===== config.mk =====
export PLATFORM = sky130hd
export DESIGN_NAME = stopwatch_ctrl
export DESIGN_NICKNAME = d
export VERILOG_FILES = /design/src/rtl/stopwatch_ctrl.sv
export SDC_FILE = /design/constraint.sdc
export NUM_CORES = 1
export LEC_CHECK = 0
export ABC_AREA = 1
export CORE_MARGIN = 1.5
export CORE_UTILIZATION = 53
export DETAILED_ROUTE_END_ITERATION = 7
export PLACE_DENSITY = 0.77
export SYNTH_ARGS = -nofsm -noshare
export SYNTH_HDL_FRONTEND = slang
export SYNTH_SLANG_ARGS = --single-unit

===== constraint.sdc =====
create_clock -name clk -period 2.25 [get_ports clk]
set_clock_uncertainty 0.1 [all_clocks]
set_input_delay 0.225 -clock clk [delete_from_list [all_inputs] [get_ports clk]]
set_output_delay 0.225 -clock clk [all_outputs]
set_load 0.02 [all_outputs]

===== src/rtl/stopwatch_ctrl.sv =====
// Stopwatch controller: run/pause/lap/clear FSM, seconds prescaler, MM:SS time and lap count
// feeding the 8-digit display. Define STOPWATCH_DP_BLINK_EN to add the blinking-separator dp port.
module stopwatch_ctrl #(
  parameter int unsigned TICK_DIV = 50000000,
  parameter int unsigned DIV_W    = 26
) (
  input  logic        clk,
  input  logic        rst,
  input  logic        start_stop,
  input  logic        lap,
  input  logic        clear,
  output logic [31:0] digits,
  output logic [7:0]  blank,
  output logic        running,
  output logic        tick
`ifdef STOPWATCH_DP_BLINK_EN
  ,
  output logic [7:0]  dp
`endif
);

  typedef enum logic [1:0] {IDLE, RUN, LAP, PAUSE} state_t;

  // Packed so that the 16-bit view lines up directly with digits[15:0].
  typedef struct packed {
    logic [3:0] min_tens;
    logic [3:0] min_ones;
    logic [3:0] sec_tens;
    logic [3:0] sec_ones;
  } bcd_time_t;

  localparam logic [DIV_W-1:0] TERM = DIV_W'(TICK_DIV - 1);

  function automatic bcd_time_t time_inc(input bcd_time_t t);
    bcd_time_t r;
    r = t;
    if (t.sec_ones != 4'd9) r.sec_ones = t.sec_ones + 4'd1;
    else begin
      r.sec_ones = 4'd0;
      if (t.sec_tens != 4'd5) r.sec_tens = t.sec_tens + 4'd1;
      else begin
        r.sec_tens = 4'd0;
        if (t.min_ones != 4'd9) r.min_ones = t.min_ones + 4'd1;
        else begin
          r.min_ones = 4'd0;
          r.min_tens = (t.min_tens == 4'd5) ? 4'd0 : t.min_tens + 4'd1;
        end
      end
    end
    return r;
  endfunction

  // Two-digit BCD lap count, saturating at 99.
  function automatic logic [7:0] lap_inc(input logic [7:0] c);
    if (c == 8'h99) return c;
    if (c[3:0] == 4'd9) return {c[7:4] + 4'd1, 4'd0};
    return {c[7:4], c[3:0] + 4'd1};
  endfunction

  logic [2:0] sync1, sync2, prev, rise;

  // NOTE: sequential state uses non-blocking assignments so every flop samples pre-edge values.
  always_ff @(posedge clk or negedge rst) begin
    if (!rst) begin
      sync1 <= '0;
      sync2 <= '0;
      prev  <= '0;
    end else begin
      sync1 <= {clear, lap, start_stop};
      sync2 <= sync1;
      prev  <= sync2;
    end
  end

  assign rise = sync2 & ~prev;

  state_t           state, nxt_state;
  bcd_time_t        cur_time, nxt_time, frozen, nxt_frozen;
  logic [7:0]       lap_cnt, nxt_lap;
  logic [DIV_W-1:0] presc, nxt_presc;
  logic             ev_clear, ev_ss, ev_lap, counting, term, lap_zero;

  // NOTE: every always_comb output gets a default first so no path leaves it unassigned (no latch).
  always_comb begin
    ev_clear   = rise[2];
    ev_ss      = rise[0] & ~rise[2];
    ev_lap     = rise[1] & ~rise[2] & ~rise[0];
    counting   = (state == RUN) || (state == LAP);
    term       = counting && (presc == TERM);
    nxt_state  = state;
    nxt_time   = cur_time;
    nxt_frozen = frozen;
    nxt_lap    = lap_cnt;
    nxt_presc  = presc;

    if (counting) nxt_presc = term ? '0 : presc + DIV_W'(1);
    if (term)     nxt_time  = time_inc(cur_time);

    unique case (state)
      IDLE: if (ev_ss) begin
        nxt_state = RUN;
        nxt_presc = '0;
      end
      RUN: if (ev_ss) nxt_state = PAUSE;
      else if (ev_lap) begin
        nxt_state  = LAP;
        nxt_frozen = nxt_time;
        nxt_lap    = lap_inc(lap_cnt);
      end
      LAP: if (ev_ss) nxt_state = PAUSE;
      else if (ev_lap) nxt_state = RUN;
      PAUSE: if (ev_clear) begin
        nxt_state  = IDLE;
        nxt_time   = '0;
        nxt_frozen = '0;
        nxt_lap    = '0;
        nxt_presc  = '0;
      end else if (ev_ss) nxt_state = RUN;
      default: nxt_state = IDLE;
    endcase

    lap_zero = (nxt_lap == 8'h00);
  end

  // Display outputs are built from next-state values so they change on the same edge as the state.
  always_ff @(posedge clk or negedge rst) begin
    if (!rst) begin
      state    <= IDLE;
      cur_time <= '0;
      frozen   <= '0;
      lap_cnt  <= '0;
      presc    <= '0;
      tick     <= 1'b0;
      running  <= 1'b0;
      blank    <= 8'hF0;
      digits   <= 32'hFFFF_0000;
    end else begin
      state    <= nxt_state;
      cur_time <= nxt_time;
      frozen   <= nxt_frozen;
      lap_cnt  <= nxt_lap;
      presc    <= nxt_presc;
      tick     <= term;
      running  <= (nxt_state == RUN) || (nxt_state == LAP);
      blank    <= {2'b11, {2{lap_zero}}, 4'b0000};
      digits   <= {8'hFF, lap_zero ? 8'hFF : nxt_lap,
                   (nxt_state == LAP) ? nxt_frozen : nxt_time};
    end
  end

`ifdef STOPWATCH_DP_BLINK_EN
  always_ff @(posedge clk or negedge rst) begin
    if (!rst) dp <= 8'h00;
    else begin
      dp <= 8'h00;
      if (nxt_state == PAUSE)     dp[2] <= 1'b1;
      else if (nxt_state != IDLE) dp[2] <= term ? ~dp[2] : dp[2];
    end
  end
`endif

endmodule


== Yosys cells after proc, flatten, opt, wreduce, memory -nomap -nowiden ==
Cells that the tools add are included.
Widths: inputs -> output; s select.

* ROM bits: 0
* Input bits: 5
* Memory bits (writable): 0
* Memories: 0
* Output and inout bits: 42
* Bits in registers: 104
* Bits in latches: 0
* Logic and storage cells: 94

* Equal/unequal tests: 12
* Reduce and logical (&&, ||, !) cells: 5
* Bitwise operators: 7
* Magnitude comparators: 0
* Add/subtract/negate cells: 7
* Multipliers: 0
* Shift operators: 0
* Mux-type cells: 45
* Div/mod/pow operators: 0

{| class="wikitable"
|+ Operators by type and width
! kind !! count
|-
| $mux 16 || 7
|-
| $mux 26 || 4
|-
| $mux 8 || 9
|-
| $pmux 26 s2 || 1
|-
| $pmux 16 s2 || 1
|-
| $add 26x1->26 const B || 1
|-
| $eq 26x26->1 const B || 1
|-
| $add 4x1->4 const B || 6
|-
| $mux 4 || 5
|-
| $pmux 8 s2 || 1
|-
| $mux 12 || 1
|-
| $mux 2 || 6
|-
| $mux 1 || 9
|-
| $eq 8x8->1 const B || 1
|-
| $logic_not 8->1 || 1
|-
| $ne 4x4->1 const B || 2
|-
| $pmux 2 s4 || 1
|-
| $eq 2x2->1 const B || 3
|-
| $eq 2x1->1 const B || 2
|-
| $eq 4x3->1 const B || 1
|-
| $eq 4x4->1 const B || 1
|-
| $ne 4x3->1 const B || 1
|-
| $and 1x1->1 || 3
|-
| $and 3x3->3 || 1
|-
| 5 further kinds || 7
|}

== Depth between registers and ports, before layout ==
Gate-level depths: netlist of the first run.

* Depth in word-level cells: 19
* Mapped depth: 14
* Depth with buffers taken out: 14

== Least setup slack after synthesis of the first run ==
No wires, ideal clock.

* Kind: reg-to-reg
* Start: register state[1]
* End: register digits[10]
* Period minus slack after synthesis: 2.492 ns
* Path buffers: 3
* Setup slack: -0.242 ns
* Arrival: 2.275 ns
* Stages on the path, launching flop included: 14
* Library setup time: 0.117 ns
* Data required time: 2.033 ns
* Cell sequence: dfrtp_1 inv_1 ha_1 inv_1 nor2_2 buf_2 o221ai_1 o31ai_1 ha_1 clkbuf_1 inv_1 clkbuf_1 nand2_1 nand2_1

* Elaborated cells on any way between the ends: 21
* Classes of those cells: eq/ne: 4; mux: 14; reduce/logical: 3

{| class="wikitable"
|+ RTL lines
! what !! RTL line !! source
|-
| from (decl) || 77 || <nowiki>state_t state, nxt_state;</nowiki>
|-
| from (signal assigned) || 138 || <nowiki>state <= nxt_state;</nowiki>
|-
| $mux 2 (on tied branches) || -- ||
|-
| $mux 2 (on tied branches) || 112, 104, 110 ||
|-
| $pmux 2 s4 * || 99 || <nowiki>unique case (state)</nowiki>
|-
| named net nxt_state[1] || 77 ||
|-
| $eq 2x2->1 * || 147 || <nowiki>(nxt_state == LAP) ? nxt_frozen : nxt_time};</nowiki>
|-
| $mux 16 * || 147 ||
|-
| to (signal assigned) || 146 || <nowiki>digits <= {8'hFF, lap_zero ? 8'hFF : nxt_lap,</nowiki>
|-
| to (decl) || 12 || <nowiki>output logic [31:0] digits,</nowiki>
|}

The timed path passes the listed nets; every way through them passes the cells marked *.

== Worst setup path after layout of the first run ==
* Start: register state[0]
* End: register digits[11]

* Longest elaborated chain between the ends: 8
* Elaborated cells on any way between the ends: 21
* Classes of those cells: eq/ne: 4; mux: 14; reduce/logical: 3

{| class="wikitable"
|+ Ends and longest elaborated chain
! what !! RTL line !! source
|-
| $eq 2x1->1 / $eq 2x2->1 (equally long branches) || 88, 99 ||
|-
| $logic_or 1x1->1 || 88 || <nowiki>counting = (state == RUN) || (state == LAP);</nowiki>
|-
| $logic_and 1x1->1 || 89 || <nowiki>term = counting && (presc == TERM);</nowiki>
|-
| $mux 16 || 97 || <nowiki>if (term) nxt_time = time_inc(cur_time);</nowiki>
|-
| $mux 16 || 105 || <nowiki>else if (ev_lap) begin</nowiki>
|-
| $mux 16 || 104 || <nowiki>RUN: if (ev_ss) nxt_state = PAUSE;</nowiki>
|-
| $pmux 16 s2 || 99 ||
|-
| $mux 16 * || 147 ||
|}

Every way passes the cells marked *; elsewhere a longest branch is shown, timed or not.

==> results.tsv, run 1 <==
metric	value	unit
nets@finish	825	
Logic pwr share	40.3	%
Final GP Congestion	0.893	
I/O pin total	47	
Clk Tree Root Cell	clkbuf_8	
worst setup path category	flip-flop to flip-flop	
Pint	0.00342	W
Hold Vio Cnt, Final	0	
fmax	453	MHz
Sequential Power Share	40.1	%
CTS tree	done	
Final Non-Filler Cells	943	
Worst-Margin Slew	0.540	ns
Max VDD drop	0.596	mV
register area	2610	um^2
slew margin rel.	64.0	%
initial DRC count	253	
CP max FO	16	
period utilization	98.1	%
DRT Wirelength	12500	um
P_sw	0.00220	W
leakage	3.37	nW
top cell type's share of synthesized area	41.5	%
DP Cell Count	919	
Core Area	10400	um^2
Min-Delay Path Class	primary input to flip-flop	
vias in the first global route	4738	
overall die area	11400	um^2
post-DR wirelength/cell	13.3	um
largest net degree at the start of global routing	105	
Startpoint Class	flip-flop	
Slew Viols, Final	0	
Fin Hold WS	0.172	ns
Post-synth EDFFs	0	
ys flop type	dfrtp_1	
Clk network pwr share	19.6	%
placed wire-length estimate	8770	um
cell taking the most area after synthesis	dfrtp_1	
Clock transition at path regs	0.10	ns
Worst EP required	2.43	ns
first-pass GRT wire length	21600	um
Initial Util	55.0	%
port bufs	32	
num rows	37	
commonest cells in the netlist	nand2_1, dfrtp_1, inv_1	
clock latency on the worst-skew pair	0.38	ns
Num CTS Buffers	9	
fillers	927	
antenna-violating nets left	0	
Crit. End Element	flip-flop	
Synth Cell Area	5730	um^2
Synth Area per Inst	7.66	um^2
Synth cell types	44	
most area-consuming cells after synthesis	dfrtp_1, nand2_1, nand3_1	
remaining design rule violation count	0	
Post-synth ARST share	100	%
design area	6580	um^2
GR Overflow Total	0	
Antenna Cells	0	
most numerous cell in the Yosys netlist	nand2_1	
vias per inst	5.20	
FF+latch count, synth	104	
min Tclk post-route	2.21	ns
layout cells sized above 1	13.9	%
YS warnings	0	
status	finished clean	
Sw Ratio	39.1	%
CTS Sinks	104	
drt first pass iters	5	
placed cell areas	6260	um^2
gr usage total	23.6	%
CTS max path bufs	2	
detailed-route via count	4904	
sequential area share after synthesis	45.7	%
initial antenna violation count	0	
DIE HEIGHT	107	um
CTS H-Tree Depth	3	
final setup fails	0	
Layout area overhead	14.9	%
Max-Cap Viols	0	
Post-Syn Instances	747	
Die X	107	um
power density over the cells	854	nW/um^2
area of the multi-input gates	2720	um^2
arrival time at the worst endpoint	2.38	ns
[state kept, by name, summed over array words and instances (netlist names), 2 cells and up]
name and flops:
lap_cnt 8, frozen 16, sync2 3, prev 3, cur_time 16, digits 24
presc 26, sync1 3, state 2
[power groups by stage]
stage | registers, W | logic (W) | clock network (W)
finish | 0.00225 | 0.00226 | 0.00110
CTS | 0.00225 | 0.00209 | 0.00113
global route | 0.00228 | 0.00247 | 0.00118
global placement | 0.00227 | 0.00199 | 0
detailed placement | 0.00228 | 0.00204 | 0
floorplan | 0.00239 | 0.00118 | 0
[area by class of cell]
type / count / share of cell area, %
inverters: 89 / 5.14
flip-flops and latches: 104 / 39.7
clock buffers: 11 / 2.15
well taps: 136 / 2.59
clock inverters: 5 / 0.552
repair buffers: 61 / 8.56
multi-input cells: 537 / 41.3
[per-layer routing]
metal  GRT usage [%]  routed length (um)
met1            30.7                5420
met2            39.8                6160
met3            4.74                 733
met4            7.62                 187
met5               0                   0
[per-stage QoR]
| step | power (W) | utilization (%) | setup slack (ns) | setup TNS, ns |
|---|---|---|---|---|
| finish | 0.00562 | 63.1 | 0.0429 | 0 |
| global placement | 0.00426 | 60.1 | 0.0978 | 0 |
| CTS | 0.00547 | 62.1 | 0.0117 | 0 |
| floorplan | 0.00357 | - | 0.0120 | 0 |
| detailed placement | 0.00433 | 60.1 | -0.0285 | -0.110 |
| global route | 0.00593 | 63.1 | -0.130 | -1.52 |
[path summary, 6_finish.rpt]
check / slack (ns) / from / to / cells after the start
worst max-delay path: 0.04 / state[0] / digits[11] / 11
worst min-delay path: 0.17 / start_stop / sync1[0] / 1
worst max register to register: 0.04 / state[0] / digits[11] / 11
worst min register to register: 0.26 / sync1[0] / sync2[0] / 0
max in group asynchronous: 1.30 / rst / digits[22] / 3
min in group asynchronous: 0.33 / rst / digits[12] / 3
[cell usage in the layout, fill, tap and decap left out, drive strengths merged]
master	count
a211oi	3
a21oi	9
a22oi	1
a31oi	1
a32o	1
a32oi	1
and3	1
buf	29
clkbuf	11
clkdlybuf4s50	31
clkinv	2
clkinvlp	1
conb	14
dfrtp	95
dfstp	9
dlygate4sd3	1
ha	18
inv	91
nand2	251
nand3	84
nand3b	2
nand4	10
nor2	79
nor3	18
nor3b	3
nor4	4
o211ai	1
o21ai	24
o221ai	1
o22ai	1
o31ai	2
or2	5
xnor2	1
xor2	2
[critical path, stage by stage (launching register included)]
cell,delay [ns]
dfrtp_1,0.41
ha_1,0.23
inv_1,0.10
nor2_2,0.08
nor2_2,0.15
nand3b_1,0.15
a32oi_2,0.22
ha_2,0.26
clkinvlp_4,0.11
buf_12,0.16
nand2_1,0.07
nand2_1,0.05
[logic make-up (layout without fill, tap and decap cells)]
logic type	after synthesis	in the layout	synth area share [%]
buf+inv	118	166	8.94
other cells	2	14	0.131
fa+ha+maj	18	18	3.93
compound gates	45	45	4.57
flops	104	104	45.7
xor+xnor	3	3	0.459
simple gates	457	457	36.3
[repair_timing]
item / CTS / global route
resized for setup: 2 / 14
endpoints found under the hold margin: 95 / 0
setup buffers: 1 / 6
pin swaps: 0 / 2
cloned: 0 / 0
hold buffers: 1 / 0
setup endpoints to repair: 16 / 37
No activity file was read; power rests on OpenSTA's default activity.
==> run 2: changes to the inputs <==
--- a/config.mk
+++ b/config.mk
@@ -6,6 +6,7 @@
 export NUM_CORES = 1
 export LEC_CHECK = 0
 export ABC_AREA = 1
+export CORE_ASPECT_RATIO = 0.8
 export CORE_MARGIN = 1.5
 export CORE_UTILIZATION = 53
 export DETAILED_ROUTE_END_ITERATION = 7
==> run 2 against run 1 <==
  * Worst hold slack improved by 0.059 ns
  * First-iteration DRC count increased by 72%
  * Clock power up 42%
  * Sequential cell count is the same
  * Utilization rose by 1.3 points
  * Cell count increased by 0.42%
  * Total power is 7.2% higher
  * Non-clock buffer count is the same
  * Fmax grew 1.4%
  * Combinational power shrank 2%
  * Clock-buffer cell count unchanged
  * Sequential share of layout area is 0.58 points lower
==> results.tsv, run 2 (synthesis gave the netlist of run 1 again) <==
metric	value	unit
status	finished clean	
antenna-violating nets left	0	
Final GP Congestion	0.954	
Core Area	10400	um^2
slew margin rel.	61.3	%
worst r2r src	state[0]	
Initial Util	55.2	%
CTS Sinks	104	
Num CTS Buffers	9	
leakage	3.42	nW
num rows	33	
area of the multi-input gates	2690	um^2
fmax	459	MHz
CP max FO	16	
drt first pass iters	5	
CTS H-Tree Depth	3	
remaining design rule violation count	0	
final setup fails	0	
Startpoint Class	flip-flop	
Max VDD drop	0.655	mV
CP cell instances	ha_1 -> inv_1 -> nor2_2 -> nor2_1 -> nand3b_1 -> a32oi_2 -> ha_1 -> inv_1 -> buf_12 -> nand2_1 -> nand2_1	
Pwr Total	0.00602	W
commonest non-fill, non-tap cell in the layout	nand2_1	
worst setup path category	flip-flop to flip-flop	
clock latency on the worst-skew pair	0.34	ns
Worst Hold Launch	clear	
Worst EP required	2.37	ns
largest registers	presc: 26 flops, digits: 24 flops	
initial antenna violation count	0	
Clock transition at path regs	0.07	ns
period utilization	96.7	%
overall die area	11400	um^2
post-route setup slack	0.0736	ns
nets@finish	825	
Largest register FFs	26	
gr usage total	25.3	%
detailed-route via count	5044	
GR Overflow Total	0	
arrival time at the worst endpoint	2.30	ns
pre-CTS setup slack	0.107	ns
Worst-Margin Slew	0.581	ns
CP peak stage delay	0.40	ns
placed wire-length estimate	9550	um
vias in the first global route	4907	
power density over the cells	902	nW/um^2
CP Launch Point	state[0]	
Slew Viols, Final	0	
vias per inst	5.33	
post-layout util	64.4	%
DIE HEIGHT	96.0	um
Layout area overhead	16.6	%
CTS tree	done	
Antenna Cells	0	
Clk Tree Root Cell	clkbuf_16	
layout cells sized above 1	13.1	%
CTS max path bufs	2	
Crit. End Element	flip-flop	
commonest non-fill, non-tap cells in the layout	nand2_1, dfrtp_1, inv_1	
first-pass GRT wire length	22900	um
DRT Wirelength	13600	um
largest net degree at the start of global routing	46	
post-DR wirelength/cell	14.3	um
Die X	119	um
Min-Delay Path Class	primary input to flip-flop	
register area	2610	um^2
CP max-delay cell	dfrtp_1	
initial DRC count	434	
Worst path top cell family by delay	simple AND/OR/NAND/NOR gates	
Hold Vio Cnt, Final	0	
Largest Register	presc	
I/O pin total	47	
worst path bufs/invs	3	
port bufs	32	
min Tclk post-route	2.18	ns
RSZ-0062 raised after global routing	true	
fillers	873	
Max-Cap Viols	0	
run 2: repair_timing:
item	in CTS	in global routing
hold buffers	1	0
gates resized for setup	0	9
endpoints found under the hold margin	33	0
setup endpoints to repair	0	23
setup buffers	0	5
run 2: per-stage QoR:
stage | setup TNS, ns | cells | hold slack [ns] | cell area, um^2
after global placement | 0 | 925 | 0.149 | 6290
after global routing | -0.911 | 947 | 0.232 | 6680
after CTS | 0 | 942 | 0.226 | 6600
final | 0 | 947 | 0.230 | 6680
after detailed placement | 0 | 925 | 0.165 | 6290
after floorplan | 0 | 759 | -0.171 | 5780
run 2: final timing paths:
| kind | end | slack (ns) | cells after the start |
|---|---|---|---|
| setup / recovery | digits[13] | 0.07 | 11 |
| hold / removal | sync1[2] | 0.23 | 1 |
| setup reg to reg | digits[13] | 0.07 | 11 |
| hold reg to reg | sync2[0] | 0.25 | 0 |
| max in group asynchronous | digits[7] | 1.06 | 3 |
| min in group asynchronous | prev[0] | 0.33 | 2 |
run 2: layout make-up:
type / count / area share, %
tap: 140 / 2.62
timing repair buffer: 61 / 8.49
clock buffer: 11 / 3.64
sequential: 104 / 39.2
inverter: 89 / 5.00
multi-input combinational: 537 / 40.2
clock inverter: 5 / 0.862
run 2: layer usage:
metal / global-route usage (%) / vias to the layer above / routed length [um] / share of wire [%]
li1: - / 2454 / - / -
met1: 32.7 / 2383 / 5950 / 44
met2: 44.1 / 189 / 6620 / 49
met3: 4.50 / 18 / 813 / 6.0
met4: 7.23 / 0 / 183 / 1.3
met5: 0 / - / 0 / 0
run 2: power breakdown:
group          leakage (nW)  switching [W]  total, W  internal, W
registers              1.39       0.000121   0.00225      0.00213
clock network         0.149       0.000671   0.00156     0.000894
logic                  1.88        0.00143   0.00221     0.000780
run 2: worst reg2reg max path: stages (launching register included):
cell and delay, ns:
dfrtp_1 0.40, ha_1 0.23, inv_1 0.09, nor2_2 0.07, nor2_1 0.20, nand3b_1 0.13, a32oi_2 0.22, ha_1 0.23
inv_1 0.08, buf_12 0.15, nand2_1 0.07, nand2_1 0.07
==> run 3: changes to the inputs <==
==> constraint.sdc (replaced) <==
create_clock -name clk -period 2.25 [get_ports clk]
set_clock_uncertainty 0.1 [all_clocks]
set_input_delay 0.225 -clock clk [delete_from_list [all_inputs] [get_ports clk]]
set_output_delay 0.225 -clock clk [all_outputs]
set_load 0.01 [all_outputs]
==> results of run 3 <==
Same layout as run 2 (identical final DEF). Status: finished clean.
Among the figures that moved: total power 0.00602 W -> 0.00594 W
